## src/rtl/traffic_pkg.sv

```systemverilog
// -----------------------------------------------------------------------------
// traffic_pkg
// Definitions shared by the farm-road traffic-light controller and its roadside
// sensor interfaces.
//   sensor_state_t     : request FSM encoding (IDLE / WAIT / HOLDOFF)
//   DEBOUNCE_CYC_DEF   : default stable-cycle count for input debouncing
//   HOLDOFF_CYC_DEF    : default request hold-off after the controller serves
//   CNT_W_DEF          : default width of the waiting-vehicle counter
//   width_min1()       : bits needed to hold 0..v-1, never less than one bit
// -----------------------------------------------------------------------------
package traffic_pkg;

    typedef enum logic [1:0] {
        ST_IDLE    = 2'd0,
        ST_WAIT    = 2'd1,
        ST_HOLDOFF = 2'd2
    } sensor_state_t;

    localparam int DEBOUNCE_CYC_DEF = 16;
    localparam int HOLDOFF_CYC_DEF  = 50;
    localparam int CNT_W_DEF        = 8;

    // $clog2(1) is 0, which cannot size a vector; clamp to one bit.
    function automatic int width_min1(input int v);
        return (v <= 2) ? 1 : $clog2(v);
    endfunction

endpackage

```

## src/rtl/sig_debounce.sv

```systemverilog
// -----------------------------------------------------------------------------
// sig_debounce
// Two-flop synchroniser, stability filter and rising-edge detector for a slow,
// bouncy asynchronous input (inductive loop, pedestrian push button).
// The filtered level only changes after the synchronised input has differed
// from it for DEBOUNCE_CYC consecutive clocks.
// Ports:
//   clk        in   system clock, posedge
//   reset      in   asynchronous active-low reset
//   sig_raw    in   raw asynchronous input
//   rise_now   out  combinational strobe: the filtered level rises on the
//                   coming clock edge
//   rise_pulse out  registered one-cycle pulse, high in the cycle after the
//                   edge on which the filtered level rose
// -----------------------------------------------------------------------------
module sig_debounce
    import traffic_pkg::*;
#(
    parameter int DEBOUNCE_CYC = DEBOUNCE_CYC_DEF
) (
    input  logic clk,
    input  logic reset,
    input  logic sig_raw,
    output logic rise_now,
    output logic rise_pulse
);

    localparam int SYNC_STAGES = 2;
    localparam int CW          = width_min1(DEBOUNCE_CYC);
    localparam logic [CW-1:0] CNT_LAST = CW'(DEBOUNCE_CYC - 1);

    generate
        if (DEBOUNCE_CYC < 2) begin : g_bad_debounce
            $error("sig_debounce: DEBOUNCE_CYC must be at least 2");
        end
    endgenerate

    logic [SYNC_STAGES-1:0] sync_reg;
    logic                   s2;
    logic                   filt_reg, filt_next;
    logic [CW-1:0]          cnt_reg, cnt_next;
    logic                   rise_pulse_reg;

    assign s2 = sync_reg[SYNC_STAGES-1];

    // The counter measures how long s2 has disagreed with the filtered level;
    // any agreement restarts the measurement, so short glitches are absorbed.
    always_comb begin
        cnt_next  = cnt_reg;
        filt_next = filt_reg;
        rise_now  = 1'b0;
        if (s2 == filt_reg) begin
            cnt_next = '0;
        end else if (cnt_reg == CNT_LAST) begin
            filt_next = s2;
            cnt_next  = '0;
            rise_now  = s2;
        end else begin
            cnt_next = cnt_reg + 1'b1;
        end
    end

    always_ff @(posedge clk or negedge reset) begin
        if (!reset) begin
            sync_reg       <= '0;
            filt_reg       <= 1'b0;
            cnt_reg        <= '0;
            rise_pulse_reg <= 1'b0;
        end else begin
            sync_reg       <= {sync_reg[SYNC_STAGES-2:0], sig_raw};
            filt_reg       <= filt_next;
            cnt_reg        <= cnt_next;
            rise_pulse_reg <= rise_now;
        end
    end

    assign rise_pulse = rise_pulse_reg;

endmodule

```

## src/rtl/vehicle_sensor_if.sv

```systemverilog
// -----------------------------------------------------------------------------
// vehicle_sensor_if
// Roadside end of the farm-road car-detect interface. Cleans up the raw loop
// detector, counts waiting vehicles and holds a request level (cin of the
// light controller) until the controller acknowledges service, then keeps the
// request low for a hold-off window.
// Parameters:
//   DEBOUNCE_CYC  stable cycles before the filtered loop level changes (>= 2)
//   HOLDOFF_CYC   cycles car_req is forced low after serve_ack (>= 1)
//   CNT_W         width of the waiting-vehicle counter
// Ports:
//   clk        in   system clock, posedge
//   reset      in   asynchronous active-low reset, synchronous release
//   loop_raw   in   raw loop detector, asynchronous and bouncy
//   serve_ack  in   one-cycle pulse: farm-road green has started
//   car_req    out  registered request level to the controller
//   det_pulse  out  one-cycle pulse per debounced vehicle arrival
//   car_count  out  vehicles detected since last serve_ack, saturating
//   overflow   out  sticky: an arrival occurred while car_count was at max
// -----------------------------------------------------------------------------
module vehicle_sensor_if
    import traffic_pkg::*;
#(
    parameter int DEBOUNCE_CYC = DEBOUNCE_CYC_DEF,
    parameter int HOLDOFF_CYC  = HOLDOFF_CYC_DEF,
    parameter int CNT_W        = CNT_W_DEF
) (
    input  logic             clk,
    input  logic             reset,
    input  logic             loop_raw,
    input  logic             serve_ack,
    output logic             car_req,
    output logic             det_pulse,
    output logic [CNT_W-1:0] car_count,
    output logic             overflow
);

    localparam int HW = width_min1(HOLDOFF_CYC);
    localparam logic [HW-1:0]    HOLD_LOAD = HW'(HOLDOFF_CYC - 1);
    localparam logic [CNT_W-1:0] CNT_MAX   = {CNT_W{1'b1}};

    generate
        if (HOLDOFF_CYC < 1) begin : g_bad_holdoff
            $error("vehicle_sensor_if: HOLDOFF_CYC must be at least 1");
        end
    endgenerate

    logic arrival;        // filtered loop rises on this edge
    logic det_pulse_int;  // registered copy of arrival

    sig_debounce #(
        .DEBOUNCE_CYC (DEBOUNCE_CYC)
    ) u_loop_debounce (
        .clk        (clk),
        .reset      (reset),
        .sig_raw    (loop_raw),
        .rise_now   (arrival),
        .rise_pulse (det_pulse_int)
    );

    sensor_state_t    state_reg, state_next;
    logic [HW-1:0]    holdoff_reg, holdoff_next;
    logic             car_req_reg;
    logic [CNT_W-1:0] car_count_reg, car_count_next;
    logic             overflow_reg, overflow_next;

    // -------------------------------------------------------------------------
    // Waiting-vehicle counter. An acknowledge empties the queue, but a vehicle
    // detected on that very edge belongs to the next service round.
    // -------------------------------------------------------------------------
    always_comb begin
        car_count_next = car_count_reg;
        overflow_next  = overflow_reg;
        if (serve_ack) begin
            car_count_next = arrival ? CNT_W'(1) : '0;
            overflow_next  = 1'b0;
        end else if (arrival) begin
            if (car_count_reg == CNT_MAX) begin
                overflow_next = 1'b1;
            end else begin
                car_count_next = car_count_reg + 1'b1;
            end
        end
    end

    // -------------------------------------------------------------------------
    // Request FSM. It reacts to the registered arrival pulse, so car_req rises
    // one edge after det_pulse. Acks outside WAIT do not touch the timer.
    // -------------------------------------------------------------------------
    always_comb begin
        state_next   = state_reg;
        holdoff_next = holdoff_reg;
        case (state_reg)
            ST_IDLE: begin
                if (det_pulse_int) begin
                    state_next = ST_WAIT;
                end
            end
            ST_WAIT: begin
                if (serve_ack) begin
                    state_next   = ST_HOLDOFF;
                    holdoff_next = HOLD_LOAD;
                end
            end
            ST_HOLDOFF: begin
                if (holdoff_reg == '0) begin
                    // Vehicles that arrived during hold-off re-raise the request.
                    state_next = (car_count_reg != '0) ? ST_WAIT : ST_IDLE;
                end else begin
                    holdoff_next = holdoff_reg - 1'b1;
                end
            end
            default: begin
                state_next = ST_IDLE;
            end
        endcase
    end

    always_ff @(posedge clk or negedge reset) begin
        if (!reset) begin
            state_reg     <= ST_IDLE;
            holdoff_reg   <= '0;
            car_req_reg   <= 1'b0;
            car_count_reg <= '0;
            overflow_reg  <= 1'b0;
        end else begin
            state_reg     <= state_next;
            holdoff_reg   <= holdoff_next;
            // Decoded from the next state so the level moves with the state.
            car_req_reg   <= (state_next == ST_WAIT);
            car_count_reg <= car_count_next;
            overflow_reg  <= overflow_next;
        end
    end

    assign car_req   = car_req_reg;
    assign det_pulse = det_pulse_int;
    assign car_count = car_count_reg;
    assign overflow  = overflow_reg;

endmodule

```

## config.mk

```make
export PLATFORM = sky130hd
export DESIGN_NAME = vehicle_sensor_if
export DESIGN_NICKNAME = d
export VERILOG_FILES = /design/src/rtl/traffic_pkg.sv /design/src/rtl/sig_debounce.sv /design/src/rtl/vehicle_sensor_if.sv
export SDC_FILE = /design/constraint.sdc
export NUM_CORES = 1
export LEC_CHECK = 0
export CAP_MARGIN = 20
export CORE_MARGIN = 4
export CORE_UTILIZATION = 40
export DETAILED_ROUTE_END_ITERATION = 16
export DONT_BUFFER_PORTS = 1
export GPL_TIMING_DRIVEN = 0
export PLACE_DENSITY = 0.66
export RECOVER_POWER = 25
export SLEW_MARGIN = 20
export SYNTH_ARGS = -nofsm -noshare
export SYNTH_HDL_FRONTEND = slang
export SYNTH_SLANG_ARGS = --single-unit
export TNS_END_PERCENT = 5
```

## constraint.sdc

```tcl
create_clock -name clk -period 1.7 [get_ports clk]
set_input_delay 0.34 -clock clk [delete_from_list [all_inputs] [get_ports clk]]
set_output_delay 0.34 -clock clk [all_outputs]
set_load 0.005 [all_outputs]
```

======== Word level (Yosys, flattened, before mapping) ========
Index checks and enable logic that the tools add are counted.
Widths: inputs -> output; s select.
word-level totals
  word-level logic and storage cells ...... 51
  flip-flop bits (word level) ............. 26
  input bits .............................. 4
  output and inout port bits .............. 11
cells by class
  equal/unequal tests ..................... 9
  reductions and logical operators ........ 10
  muxes and demuxes ....................... 19
  bitwise logic cells ..................... 1
  add/sub/neg operators ................... 3
operator list
  cell                 number
  $mux 8               3
  $mux 6               2
  $pmux 6 s2           1
  $add 8x1->8 const B  1
  $eq 8x8->1 const B   1
  $mux 4               2
  $reduce_bool 8->1    1
  $mux 1               7
  $logic_not 6->1      1
  $mux 2               3
  $ne 2x2->1 const B   3
  $pmux 2 s3           1
  $reduce_and 2->1     3
  $reduce_bool 2->1    3
  $sub 6x1->6 const B  1
  $add 4x1->4 const B  1
  $eq 2x1->1 const B   2
  $eq 4x4->1 const B   1
  $reduce_and 3->1     1
  $eq 2x2->1 const B   1
  $logic_not 2->1      1
  $eq 1x1->1           1
  $not 1->1            1

======== Longest topological paths before layout ========
Gate-level depths: netlist of the first run.
  depth in word-level cells ............... 5
  mapped depth ............................ 6
  depth with buffers taken out ............ 6

======== Modules after synthesis ========
A second synthesis of the first run with hierarchy kept.
second synthesis, totals
  cells, all modules ...................... 122
  area, all modules ....................... 1275.0 um^2
by module, submodules not included
  module             area an instance (um^2)  sequential area each (um^2)  cells each  times used
  vehicle_sensor_if  972.2                    450.4                        102         1
  sig_debounce       302.8                    200.2                        20          1

======== Worst setup path after synthesis of the first run ========
OpenSTA, ideal clock, no wires.
  path kind ............................... reg2reg
  start point ............................. register car_count_reg[0], in the netlist car_count[0]
  end point ............................... register car_count_reg[5], in the netlist car_count[5]
  period minus slack after synthesis ...... 1.614 ns
  path slack .............................. 0.086 ns
  library setup time ...................... 0.078 ns
  path buffers ............................ 0
  data arrival time ....................... 1.536 ns
  required time ........................... 1.622 ns
  stages on the path, launching flop included .. 6
  cell sequence ........................... dfrtp_1 -> ha_1 -> nand3_1 -> o211ai_4 -> or4_1 -> a21oi_1
on the way
  longest elaborated chain between the ends .. 4
  elaborated cells between the ends (all ways) .. 7
  classes of those cells .................. add/sub: 1; eq/ne: 2; mux: 3; reduce/logical: 1
ends and longest elaborated chain
  item                      RTL line                  source
  start: declaration        vehicle_sensor_if.sv:64   logic [CNT_W-1:0] car_count_reg, car_count_next;
  start signal: assignment  vehicle_sensor_if.sv:131  car_count_reg <= car_count_next;
  $add 8x1->8               vehicle_sensor_if.sv:81   car_count_next = car_count_reg + 1'b1;
  $mux 8                    vehicle_sensor_if.sv:78   if (car_count_reg == CNT_MAX) begin
  $mux 8                    vehicle_sensor_if.sv:77   end else if (arrival) begin
  $mux 8                    vehicle_sensor_if.sv:74   if (serve_ack) begin
Several ways; a longest one is shown, not always the timed one. The select of a mux whose other input is x is not followed.
A chain may end at the register's enable or synchronous reset.

======== Final worst setup path of the first run ========
  start point ............................. register u_loop_debounce.cnt_reg[0]
  end point ............................... register car_count_reg[5], in the netlist car_count[5]
on the way
  longest elaborated chain between the ends .. 5
ends and longest elaborated chain
  item                         RTL line            source
  start: declaration           sig_debounce.sv:41  logic [CW-1:0] cnt_reg, cnt_next;
  start signal: assignment     sig_debounce.sv:72  cnt_reg <= cnt_next;
  $eq 4x4->1                   sig_debounce.sv:54  end else if (cnt_reg == CNT_LAST) begin
  $mux 1                       sig_debounce.sv:54
  $mux 1                       sig_debounce.sv:52  if (s2 == filt_reg) begin
  $reduce_bool 2->1 (no line)  n/a
  $reduce_and 2->1 (no line)   n/a
No other way between the ends.

==> qor.csv, run 1 <==
stage,metric,value,unit
worst_setup_path,arrival,1.93,ns
floorplan,die_area,4240,um^2
logic_synthesis,async_flop_share,100,%
clock_tree,path_clk_slew,0.14,ns
logic_synthesis,synth_top_area_cell,dfrtp_1,
floorplan,num_rows,20,
global_route,grt_max_degree,27,
sta,tightest_slew,0.652,ns
min_path,hold_class,input pin to flop,
power_and_ir_drop,cellPowerDensity,688,nW/um^2
logic_synthesis,syn-num-nets,133,
clock_tree,htreeDepth,1,
logic_synthesis,synth_top_family_by_area,simple AND/OR/NAND/NOR gates,
logic_synthesis,synth_top_area_share,49.8,%
power_and_ir_drop,peakVddDrop,0.586,mV
route,firstDrtPassIters,4,
clock_tree,ctsLongestPathBuffers,2,
power_and_ir_drop,power.switching,0.225,mW
sta,max_clock_freq,597,MHz
worst_setup_path,crit_buf_inv,0,
route,ant_nets,0,
sta,slew_viol_final,0,
sta,maxSlewHeadroom,56.6,%
clock_tree,cts_buffers,3,
worst_setup_path,critical_path_depth,5,
job,cap_violations,0,
sta,fin_skew,0.00128,ns
finish,drive_gt1_share,17.6,%
logic_synthesis,synthTopCellsByArea,"dfrtp_1 50%, ha_1 4.8%, mux2i_1 4.6%",
logic_synthesis,synthCells,124,
route,drt_iter0_drc,56,
logic_synthesis,synth_compound_area_share,12.7,%
worst_setup_path,crit_family,simple AND/OR/NAND/NOR gates,
power_and_ir_drop,p_int,0.778,mW
worst_setup_path,reg2regPathDepth,5,
logic_synthesis,synthMuxAreaShare,5.46,%
floorplan,core_area,3080,um^2
power_and_ir_drop,pwr-share-comb,4.7,%
power_and_ir_drop,power.leakage,0.614,nW
power_and_ir_drop,p_clk_share,31.4,%
global_route,overflow,0,
global_route,grt_usage,13.4,%
placement,hpwl,1.78,mm
logic_synthesis,syn_area_per_cell,10.5,um^2
global_route,grt_pass1_wl,4.39,mm
finish,syn_to_final_growth,11.5,%
sta,finalCriticalPeriod,1.68,ns
logic_synthesis,synth-main-ff-cell,dfrtp_1,
min_path,min_path_cells,3,
placement,place_area,1360,um^2
sta,setup_viol,0,
placement,gp_congestion,0.773,
logic_synthesis,synth_cell_types,36,
logic_synthesis,synthAdderAreaFrac,4.79,%
floorplan,dieWidth,65.1,um
sta,rsz0062_at_grt,true,
global_route,grt_pass1_vias,929,
worst_setup_path,required,1.95,ns
power_and_ir_drop,swShare,22.4,%
logic_synthesis,synth_seq_area_share,49.8,%
logic_synthesis,synth-simple-area-share,21.6,%
global_route,antenna_found_initial,0,
finish,largest_register_ffs,8,
logic_synthesis,synth_edf_count,0,
finish,final_cells,175,
status,outcome,"complete, no violations",
route,num_vias,930,
sta,hold_violations,0,
sta,setup_tns,0,ns
logic_synthesis,ys_warn_count,0,
route,route.detailed.drc,0,
logic_synthesis,synth_area,1310,um^2
clock_tree,clock-sinks,26,
placement,dpl.cell_count,168,
logic_synthesis,synth-xor-area-share,3.35,%
clock_tree,cts_root_buf,clkbuf_4,
worst_setup_path,cp-start-kind,flop,
power_and_ir_drop,power_frac_seq,63.9,%
sta,period_share,98.6,%
power_and_ir_drop,finalPower,1.00,mW
floorplan,dieHeight,65.1,um
route,wl_per_cell,14.4,um
clock_tree,clock_latency,0.32,ns
finish,design_area,1460,um^2
worst_setup_path,crit_path_top_delay_cell,or4_1,
clock_tree,cts_tree,yes,
floorplan,io_pins,15,
floorplan,start_util,42.4,%
route,routed_wl,2.52,mm
route,viasPerCell,5.31,
worst_setup_path,worst-path-max-fanout,8,
worst_setup_path,crit_chain,"ha_4, and3_4, o211ai_4, or4_1, a21oi_1",
finish,fin_nets,141,
worst_setup_path,crit_type,flop to flop,
finish,n_antenna_cell,0,
worst_setup_path,critPathMaxStageDelay,0.49,ns
logic_synthesis,ys_seq_elements,26,
worst_setup_path,endpoint_kind,flop,
placement,io_buffers,0,
-- final cells by class --
cell class / count / area [um^2]
Buffer: 1 / 3.75
Clock buffer: 4 / 36.3
Fill cell: 309 / 1620
Inverter: 7 / 26.3
Multi-Input combinational cell: 90 / 657
Sequential cell: 26 / 653
Tap cell: 44 / 55.1
Timing Repair Buffer: 3 / 25.0
-- repair_timing --
| action | CTS | global route |
|---|---|---|
| buffers inserted | 0 | 0 |
| endpoints found under the hold margin | 26 | 1 |
| pin swaps | 1 | 0 |
| gates resized for setup | 6 | 3 |
| hold buffers | 2 | 1 |
| setup endpoints to repair | 5 | 8 |
-- placed cells by master (no fill, tap or decap), types with 2 or more instances in the layout --
| cell type | Yosys | routed |
|---|---|---|
| a21oi_1 | 8 | 8 |
| a41o_1 | 2 | 2 |
| clkbuf_4 | 0 | 3 |
| dfrtp_1 | 26 | 24 |
| dfrtp_2 | 0 | 2 |
| dlygate4sd3_1 | 0 | 2 |
| ha_1 | 5 | 3 |
| inv_1 | 7 | 7 |
| mux2i_1 | 6 | 6 |
| nand2_1 | 8 | 8 |
| nand3_1 | 7 | 6 |
| nor2_1 | 13 | 13 |
| nor2b_1 | 3 | 2 |
| nor3_1 | 3 | 2 |
| nor4_1 | 3 | 3 |
| o21ai_0 | 5 | 5 |
| or2_2 | 2 | 2 |
| or3_2 | 2 | 2 |
| xnor2_1 | 4 | 4 |
-- worst paths after layout --
| kind | from | end | slack (ns) |
|---|---|---|---|
| min reg2reg | u_loop_debounce.sync_reg[0] | u_loop_debounce.sync_reg[1] | 0.37 |
| max reg2reg | u_loop_debounce.cnt_reg[0] | car_count[5] | 0.02 |
| min in group asynchronous | reset | car_count[5] | 0.57 |
| min | serve_ack | holdoff_reg[3] | 0.28 |
| max | u_loop_debounce.cnt_reg[0] | car_count[5] | 0.02 |
| max in group asynchronous | reset | car_count[0] | 0.67 |
-- cells by family after synthesis --
kind of cell    count (synthesis)
compound gates                 23
xor+xnor                        5
fa+ha+maj                       5
buf+inv                         8
flops                          26
mux                             7
simple gates                   50
-- power by group through the flow --
stage | combinational, mW | clock, mW | sequential (mW)
after detailed placement | 0.0282 | 0 | 0.649
after global routing | 0.0552 | 0.360 | 0.642
final | 0.0475 | 0.315 | 0.640
after floorplan | 0.0232 | 0 | 0.647
after CTS | 0.0495 | 0.331 | 0.638
after global placement | 0.0270 | 0 | 0.649
-- cells in the mapped netlist (all sizes together), types with 2 or more instances --
library cell,number
ha,5
or3,2
nand3,7
o21ai,5
nor4,3
nand4,2
nand2,8
nor2,13
a21oi,8
xnor2,4
mux2i,6
nor3,3
inv,7
or2,2
a41o,2
dfrtp,26
nor2b,3
-- layer usage --
metal / routed length [um] / global-route usage (%) / vias to the layer above / part of all wire [%]
met1: 1170 / 17.0 / 459 / 47
met3: 115 / 4.44 / 2 / 4.6
li1: - / - / 456 / -
met5: 0 / 0 / - / 0
met2: 1210 / 22.2 / 13 / 48
met4: 21 / 3.11 / 0 / 0.83
-- worst min-delay path, cell delays in order --
cell and delay [ns]:
nand2_1 0.06, nor2_1 0.07, nor2_1 0.10
-- through the flow --
stage	utilization [%]	setup WS, ns	hold slack (ns)
after floorplan	-	0.0857	0.0444
after global placement	44.2	-0.0260	0.0450
after detailed placement	44.2	-0.0703	0.0450
after CTS	46.9	0.00165	0.00973
after global routing	47.3	-0.0719	0.285
final	47.3	0.0237	0.279
Note: power is estimated with default switching activity, not from simulation.
==> inputs of run 2 (changes only) <==
- CORE_MARGIN: 4 -> 10
==> run 2 against run 1 <==
Compared with the run above:
- via count down 0.32%
- sequential power about the same
- combinational power increased by 1%
- cell area rose by 0.77%
- flip-flop and latch count is the same
- critical path type unchanged
==> qor.csv, run 2 (synthesis gave the netlist of run 1 again) <==
stage,metric,value,unit,change
status,outcome,"complete, no violations",,
finish,design_area,1470,um^2,+0.77%
clock_tree,clock-sinks,26,,unchanged
sta,slew_viol_final,0,,unchanged
worst_setup_path,arrival,1.91,ns,-0.02 ns
worst_setup_path,worst-path-max-fanout,8,,unchanged
floorplan,dieHeight,77.1,um,+18%
global_route,antenna_found_initial,0,,unchanged
finish,final_cells,175,,unchanged
worst_setup_path,required,1.96,ns,about the same
clock_tree,cts_buffers,3,,unchanged
route,firstDrtPassIters,4,,unchanged
sta,setup_viol,0,,unchanged
clock_tree,cts_tree,yes,,
route,drt_iter0_drc,114,,+100%
clock_tree,htreeDepth,1,,unchanged
sta,max_clock_freq,605,MHz,+1.5%
finish,n_antenna_cell,0,,unchanged
sta,finalCriticalPeriod,1.65,ns,-0.0241 ns
power_and_ir_drop,peakVddDrop,0.605,mV,+3.2%
clock_tree,ctsLongestPathBuffers,2,,unchanged
route,wl_per_cell,14.8,um,+2.7%
floorplan,io_pins,15,,unchanged
job,cap_violations,0,,unchanged
power_and_ir_drop,swShare,22.2,%,-0.20 points
placement,dpl.cell_count,168,,unchanged
power_and_ir_drop,power.leakage,0.615,nW,+0.15%
route,route.detailed.drc,0,,unchanged
worst_setup_path,crit_buf_inv,0,,unchanged
worst_setup_path,critPathMaxStageDelay,0.48,ns,about the same
sta,maxSlewHeadroom,57.9,%,+1.3 points
route,viasPerCell,5.30,,-0.32%
worst_setup_path,cp-start-kind,flop,,
power_and_ir_drop,power.switching,0.222,mW,-1.1%
floorplan,core_area,3080,um^2,unchanged
power_and_ir_drop,pwr-share-comb,4.8,%,about the same
global_route,grt_max_degree,27,,unchanged
power_and_ir_drop,power_frac_seq,64.0,%,about the same
sta,rsz0062_at_grt,false,,
finish,drive_gt1_share,19.1,%,+1.5 points
sta,setup_tns,0,ns,unchanged
route,ant_nets,0,,unchanged
route,routed_wl,2.59,mm,+2.7%
power_and_ir_drop,p_clk_share,31.1,%,-0.3 points
clock_tree,path_clk_slew,0.15,ns,about the same
worst_setup_path,crit_family,simple AND/OR/NAND/NOR gates,,
global_route,grt_pass1_vias,944,,+1.6%
placement,hpwl,1.86,mm,+4.9%
min_path,hold_class,input pin to flop,,
sta,hold_violations,0,,unchanged
floorplan,die_area,5950,um^2,+40%
global_route,overflow,0,,unchanged
global_route,grt_pass1_wl,4.48,mm,+2.1%
floorplan,dieWidth,77.1,um,+18%
finish,post-route-util,47.7,%,+0.37 points
finish,largest_register_ffs,8,,unchanged
sta,fin_skew,0.0128,ns,+0.0115 ns
floorplan,start_util,42.4,%,unchanged
clock_tree,cts_root_buf,clkbuf_4,,
floorplan,num_rows,20,,unchanged
placement,gp_congestion,0.810,,+4.8%
worst_setup_path,crit_type,flop to flop,,
finish,fin_nets,141,,unchanged
worst_setup_path,crit_chain,"ha_4, and3_4, o211ai_4, or4_1, a21oi_1",,
worst_setup_path,crit_path_top_delay_cell,or4_1,,
sta,period_share,97.2,%,-1.4 points
worst_setup_path,endpoint_kind,flop,,
clock_tree,clock_latency,0.32,ns,about the same
global_route,grt_usage,9.08,%,-4.3 points
power_and_ir_drop,cellPowerDensity,681,nW/um^2,-1.0%
finish,syn_to_final_growth,12.4,%,
sta,tightest_slew,0.632,ns,-0.0197 ns
placement,place_area,1360,um^2,unchanged
power_and_ir_drop,p_int,0.778,mW,about the same
placement,io_buffers,0,,unchanged
finish,final_cell_mix,"24 x dfrtp_1, 13 x nor2_1, 8 x nand2_1",,
route,num_vias,927,,-0.32%
finish,mostFrequentLayoutCell,dfrtp_1,,
[run 2: routing by layer]
layer  share of wire (%)  global-route usage, %
met5                   0                      0
met4                0.89                   2.74
met3                 4.7                   3.03
met2                  48                   14.6
met1                  46                   11.1
[run 2: cell type report]
| class | count | area [um^2] |
|---|---|---|
| Fill cell | 293 | 1610 |
| Multi-Input combinational cell | 90 | 671 |
| Sequential cell | 26 | 653 |
| Tap cell | 44 | 55.1 |
| Clock buffer | 4 | 36.3 |
| Inverter | 7 | 26.3 |
| Timing Repair Buffer | 3 | 22.5 |
| Buffer | 1 | 3.75 |
[run 2: power by group through the flow]
stage | logic [mW] | registers, mW | clock network, mW
3_5_place_dp | 0.0280 | 0.649 | 0
2_1_floorplan | 0.0232 | 0.647 | 0
3_3_place_gp | 0.0270 | 0.649 | 0
5_1_grt | 0.0560 | 0.642 | 0.355
6_report | 0.0482 | 0.641 | 0.311
4_1_cts | 0.0487 | 0.638 | 0.328
[run 2: metrics by stage]
step	power, mW	setup WS, ns	hold slack [ns]
6_report	1.00	0.0478	0.0384
5_1_grt	1.05	0.00606	0.000151
4_1_cts	1.01	0.0215	0.0189
3_5_place_dp	0.677	-0.0621	0.0453
3_3_place_gp	0.676	-0.0349	0.0452
2_1_floorplan	0.671	0.0857	0.0444
[run 2: worst register-to-register path, stage by stage, from the launching register on]
cell,delay (ns)
dfrtp_1,0.45
ha_4,0.19
and3_4,0.22
o211ai_4,0.12
or4_1,0.48
a21oi_1,0.14
[run 2: repair_timing]
item                                    CTS  global route
endpoints found under the setup margin    5             5
gates resized for setup                   7             4
pin swaps                                 0             1
gates cloned                              0             0
hold endpoints to repair                 26             0
hold buffers                              2             0
setup buffers                             0             1
[run 2: path summary, 6_finish.rpt]
kind	from	endpoint	slack, ns	cells after the start
worst max register to register	u_loop_debounce.cnt_reg[1]	car_count[5]	0.05	5
min in group asynchronous	reset	car_count[3]	0.55	2
worst min-delay path	loop_raw	u_loop_debounce.sync_reg[0]	0.04	0
max in group asynchronous	reset	car_count[0]	0.69	2
worst max-delay path	u_loop_debounce.cnt_reg[1]	car_count[5]	0.05	5
worst min register to register	u_loop_debounce.sync_reg[0]	u_loop_debounce.sync_reg[1]	0.37	0
